[config.mk]
export PLATFORM = sky130hd
export DESIGN_NAME = alu_issue_ctrl
export DESIGN_NICKNAME = d
export VERILOG_FILES = /design/src/rtl/alu_pkg.sv /design/src/rtl/alu_issue_ctrl.sv
export SDC_FILE = /design/constraint.sdc
export NUM_CORES = 1
export LEC_CHECK = 0
export ABC_AREA = 1
export CORE_AREA = 2 2 94 96
export CTS_BUF_LIST = sky130_fd_sc_hd__clkbuf_4 sky130_fd_sc_hd__clkbuf_8
export DETAILED_ROUTE_END_ITERATION = 10
export DIE_AREA = 0 0 96 98
export PLACE_DENSITY_LB_ADDON = 0.15
export SYNTH_ARGS = -nofsm -noshare
export SYNTH_HDL_FRONTEND = slang
export SYNTH_SLANG_ARGS = --single-unit
[constraint.sdc]
create_clock -name clk -period 1.8 [get_ports clk]
set_input_delay 0.27 -clock clk [delete_from_list [all_inputs] [get_ports clk]]
set_output_delay 0.27 -clock clk [all_outputs]
set_load 0.05 [all_outputs]
[src/rtl/alu_pkg.sv]
// Shared types and helpers for the ALU issue front end.
package alu_pkg;

  typedef enum logic [3:0] {
    AND = 4'd0,
    OR  = 4'd1,
    ADD = 4'd2,
    INC = 4'd3,
    DEC = 4'd4,
    NOT = 4'd5,
    SUB = 4'd6,
    XOR = 4'd7,
    SHL = 4'd8,
    SHR = 4'd9
  } alu_op_e;

  localparam logic [3:0] ALU_OP_MAX = 4'd9;

  typedef enum logic [1:0] {
    IDLE  = 2'd0,
    ISSUE = 2'd1,
    RESP  = 2'd2
  } issue_state_e;

  function automatic logic op_legal(input logic [3:0] op);
    return op <= ALU_OP_MAX;
  endfunction

endpackage

[src/rtl/alu_issue_ctrl.sv]
// Sequential front end for the combinational ALU: registers requests onto the
// ALU inputs, captures the result one cycle later and holds it until consumed.
module alu_issue_ctrl
  import alu_pkg::*;
#(
  parameter int N     = 4,
  parameter int CNT_W = 8
) (
  input  logic             clk,
  input  logic             rst_n,
  input  logic             req_valid,
  output logic             req_ready,
  input  logic [N-1:0]     req_a,
  input  logic [N-1:0]     req_b,
  input  logic [3:0]       req_op,
  input  logic [1:0]       req_flag_in,
  output logic [N-1:0]     alu_a,
  output logic [N-1:0]     alu_b,
  output logic [3:0]       alu_control,
  output logic [1:0]       alu_flag_in,
  input  logic [N-1:0]     alu_result,
  input  logic [1:0]       alu_flags,
  input  logic [1:0]       alu_c_flag,
  output logic             rsp_valid,
  input  logic             rsp_ready,
  output logic [N-1:0]     rsp_result,
  output logic [1:0]       rsp_flags,
  output logic [1:0]       rsp_c_flag,
  output logic [3:0]       rsp_op,
  output logic             rsp_err,
  output logic [CNT_W-1:0] done_cnt,
  output logic [CNT_W-1:0] err_cnt
);

  issue_state_e state;

  // req_ready/rsp_valid are registered alongside state so both are pure state decodes.
  always_ff @(posedge clk or negedge rst_n) begin
    if (!rst_n) begin
      state       <= IDLE;
      req_ready   <= 1'b1;
      rsp_valid   <= 1'b0;
      alu_a       <= '0;
      alu_b       <= '0;
      alu_control <= '0;
      alu_flag_in <= '0;
      rsp_result  <= '0;
      rsp_flags   <= '0;
      rsp_c_flag  <= '0;
      rsp_op      <= '0;
      rsp_err     <= 1'b0;
      done_cnt    <= '0;
      err_cnt     <= '0;
    end else begin
      case (state)
        IDLE: begin
          if (req_valid) begin
            rsp_op    <= req_op;
            req_ready <= 1'b0;
            if (op_legal(req_op)) begin
              alu_a       <= req_a;
              alu_b       <= req_b;
              alu_control <= req_op;
              alu_flag_in <= req_flag_in;
              state       <= ISSUE;
            end else begin
              rsp_result <= '0;
              rsp_flags  <= '0;
              rsp_c_flag <= '0;
              rsp_err    <= 1'b1;
              rsp_valid  <= 1'b1;
              state      <= RESP;
            end
          end
        end
        ISSUE: begin
          rsp_result <= alu_result;
          rsp_flags  <= alu_flags;
          rsp_c_flag <= alu_c_flag;
          rsp_err    <= 1'b0;
          rsp_valid  <= 1'b1;
          state      <= RESP;
        end
        RESP: begin
          if (rsp_ready) begin
            rsp_valid <= 1'b0;
            req_ready <= 1'b1;
            state     <= IDLE;
            if (rsp_err) err_cnt  <= err_cnt + CNT_W'(1);
            else         done_cnt <= done_cnt + CNT_W'(1);
          end
        end
        default: begin
          state     <= IDLE;
          req_ready <= 1'b1;
          rsp_valid <= 1'b0;
        end
      endcase
    end
  end

endmodule

==> reports/metrics.sh <==
GPL.FINAL_WEIGHTED_CONGESTION=0.744
CTS_TREE='built'
SYNTH_LARGEST_AREA_CELL='sky130_fd_sc_hd__dfrtp_1'
LARGEST_NET_DEGREE_AT_THE_START_OF_GLOBAL_ROUTING=30
SYNTHESIS.NETS=274
MAX_CLOCK_FREQ_MHz=572
CRITICAL-PATH-SLOWEST-CELL='sky130_fd_sc_hd__clkdlybuf4s50_1'
FILL_CELLS=903
RUN_STATUS='complete, no violations'
GRT_PASS1_VIAS=1589
SETUP.WORST_PATH.CLASS='flip-flop to output pin'
CRITPATHMAXFANOUT=2
DRT.ANTENNA.VIOLATING_NETS=0
CHIPWIDTH_UM=96
POSTPLACECELLAREA_MM2=0.00286
CTS_SETUP_BUFFERS=0
GLOBALROUTETOTALUTIL=0.102
FLOORPLAN.DIE_AREA_MM2=0.00941
REPORT.FINAL.SETUP_VIOL=0
TOTALWIRELENGTH_UM=4710
WORSTPATHARRIVAL_PS=1480
INITIAL_UTILIZATION=0.241
TIGHTESTPINTRANSITION_PS=518
COUNT_OF_FLIP_FLOPS_WITH_A_BUILT_IN_ENABLE_AFTER_SYNTHESIS=0
WORST_IR_DROP_VDD_mV=0.963
SYNTH_SEQ_CELLS=47
YS_SEQ_AREA_FRAC=0.577
STARTING_DRC_COUNT_IN_DETAILED_ROUTING=47
SYNTHTOLAYOUTAREAGROWTH_PCT=46.0
DRV_SLEW=0
MAX_STAGE_DELAY_PS=810
CLOCK_INSERTION_DELAY_WORST_SKEW_PS=290
SYNTH.AREA.TOP_CELLS='sky130_fd_sc_hd__dfrtp_1 56%, sky130_fd_sc_hd__nand2_1 24%, sky130_fd_sc_hd__inv_1 3.7%, sky130_fd_sc_hd__o21ai_0 2.9%, sky130_fd_sc_hd__nor2_1 2.0%'
ANTENNA_VIOLATIONS_BEFORE_REPAIR=0
GLOBALROUTE.TOTALOVERFLOW=0
TOP_COUNT_CELL_POST_SYNTH='sky130_fd_sc_hd__nand2_1'
HOLD_VIOL_FINAL=0
AREA_OF_THE_MAPPED_NETLIST_MM2=0.00204
CRITICAL_PATH.TOP_DELAY_FAMILY='buffers and inverters'
SYNTH_COMMONEST_CELLS='129 x sky130_fd_sc_hd__nand2_1, 46 x sky130_fd_sc_hd__dfrtp_1, 20 x sky130_fd_sc_hd__inv_1'
DRIVE_ABOVE_1_SHARE=0.135
SETUP_TOTAL_NEGATIVE_SLACK_PS=0
CLK_ROOT_BUFFER_CELL='sky130_fd_sc_hd__clkbuf_8'
WORSTPATHREQUIRED_PS=1530
WL_PER_CELL_UM=10.8
YOSYS_MOST_USED_DFF='sky130_fd_sc_hd__dfrtp_1'
NETLIST_INSTANCES=246
CORE_AREA_MM2=0.00847
ROUTED_VIA_DENSITY=3.95
YOSYS.CELL_TYPES.COUNT=19
BOUNDARYPINS=71
SYNTHARSTFLOPSHARE=1.00
YOSYSWARNINGCOUNT=0
CLOCK_BUFFERS_CREATED_BY_TRITONCTS=5
FINAL_AREA_MM2=0.00298
MULTI_INPUT_COMBINATIONAL_CELL_AREA_UM2=763
FINALCRITPERIODSHARE=0.972
NETS=354
CTS.PATH.MAX_BUFFERS=2
HTREE_NUM_LEVELS=2
DETAILEDROUTE.FIRSTPASSITERATIONCOUNT=4
CRITPATHBUFINV=1
PRE_CTS_WS_PS=222
FINAL_UTIL=0.352
ROW_COUNT=34
SEQUENTIAL_CELL_AREA_MM2=0.00118
CLK_PIN_SLEW_PS=100
VIAS=1719
TIMING.CRITICAL_PATH.TO_TYPE='output pin'
COUNT_OF_PORT_BUFFERS_ADDED_DURING_PLACEMENT=70
DRCVIOLATIONCOUNT=0
GLOBAL_ROUTE_WIRE_LENGTH_BEFORE_REPAIR_UM=7480
RSZ0062_AT_GRT='false'
POST-ROUTE-WORST-SETUP-SLACK_PS=50.4
SYNTH_AREA_PER_CELL_UM2=8.29
DP_HPWL_UM=3520
DIE_Y_UM=98
CTS_SINKS=47
SYNTHDOMINANTCELLAREASHARE=0.564
MAX-CAP-VIOLATIONS=0
WORSTHOLDPATHTYPE='primary input to asynchronous set/reset pin'
WORST_SLEW_MARGIN_REL=0.654
CELLPOWERDENSITY_mW_PER_MM2=1820
WORST_SETUP_PATH_START_KIND='flip-flop'
ANTENNADIODECOUNT=0
LEAKAGE_nW=1.59
LAYOUT_MIN_CYCLE_TIME_PS=1750
WORST_CLOCK_SKEW_PS=10.0
CP_CELL_SEQUENCE='clkdlybuf4s50_1'
placed cells by master (no fill, tap or decap):
master                            instances
sky130_fd_sc_hd__nand2_2                  1
sky130_fd_sc_hd__nor2_1                  11
sky130_fd_sc_hd__clkbuf_4                 1
sky130_fd_sc_hd__ha_1                     2
sky130_fd_sc_hd__nand3_1                  7
sky130_fd_sc_hd__nor2_2                   1
sky130_fd_sc_hd__xnor2_1                  4
sky130_fd_sc_hd__dfrtp_1                 46
sky130_fd_sc_hd__nor2_4                   2
sky130_fd_sc_hd__o21ai_1                  1
sky130_fd_sc_hd__nand2_1                129
sky130_fd_sc_hd__clkinv_4                 1
sky130_fd_sc_hd__clkbuf_8                 5
sky130_fd_sc_hd__or2_0                    1
sky130_fd_sc_hd__o21ai_0                 12
sky130_fd_sc_hd__dlygate4sd3_1            1
sky130_fd_sc_hd__buf_4                   26
sky130_fd_sc_hd__xor2_1                   3
sky130_fd_sc_hd__buf_12                   2
sky130_fd_sc_hd__dlymetal6s2s_1           9
sky130_fd_sc_hd__inv_1                   20
sky130_fd_sc_hd__clkinv_2                 1
sky130_fd_sc_hd__nand3_2                  1
sky130_fd_sc_hd__inv_2                    1
sky130_fd_sc_hd__clkdlybuf4s50_1         37
sky130_fd_sc_hd__buf_2                    1
sky130_fd_sc_hd__dfstp_2                  1
routing by layer:
layer,GRT usage,wire [um],vias up
met5,0,0,-
met4,0.0297,27,0
met3,0.0471,410,2
met2,0.148,2070,50
met1,0.136,2200,764
li1,-,-,903
logic make-up after synthesis:
logic type	share of synthesized area
AO/OA/AOI/OAI	0.0319
XOR/XNOR	0.0301
adder cells (fa/ha/maj)	0.0123
buffers and inverters	0.0485
flip-flops	0.577
AND/OR/NAND/NOR	0.300
state kept, by name, indices dropped and copies added (netlist names):
| signal | flops |
|---|---|
| rsp_op | 4 |
| rsp_result | 4 |
| alu_control | 4 |
| state | 2 |
| rsp_err | 1 |
| alu_b | 4 |
| alu_flag_in | 2 |
| rsp_flags | 2 |
| done_cnt | 8 |
| err_cnt | 8 |
| rsp_valid | 1 |
| alu_a | 4 |
| rsp_c_flag | 2 |
| req_ready | 1 |
where the power goes:
part           switching [mW]  internal [mW]  total (mW)
clock network           0.354          0.290       0.643
logic                    2.05          0.946        2.99
registers               0.305           1.47        1.78
total                    2.71           2.71        5.41
path summary, 6_finish.rpt:
kind	startpoint	depth (start not counted)	endpoint	slack (ps)
max	rsp_op[0]	1	rsp_op[0]	50
min	rst_n	2	rsp_flags[0]	460
max reg2reg	state[1]	5	done_cnt[4]	520
min reg2reg	rsp_c_flag[0]	2	rsp_c_flag[0]	480
max in group asynchronous	rst_n	3	req_ready	760
min in group clk	rsp_c_flag[0]	2	rsp_c_flag[0]	480
repair_timing:
item,CTS,global route
resized for setup,0,9
hold buffers,1,0
endpoints found under the hold margin,18,0
endpoints found under the setup margin,0,9
per-stage QoR:
| step | hold WS (ps) | cells | total power, mW |
|---|---|---|---|
| global route | 479 | 435 | 5.76 |
| global placement | 262 | 426 | 4.84 |
| detailed placement | 265 | 426 | 4.84 |
| CTS | 468 | 435 | 5.52 |
| finish | 460 | 435 | 5.41 |
| floorplan | -25.6 | 246 | 3.76 |
layout make-up:
type	instances	share of cell area
Multi-Input combinational cell	175	0.256
Tap cell	108	0.0454
Timing Repair Buffer	76	0.246
Sequential cell	47	0.395
Clock inverter	2	0.00462
Inverter	21	0.0265
Clock buffer	6	0.0256
Note: power is estimated with default switching activity, not from simulation.
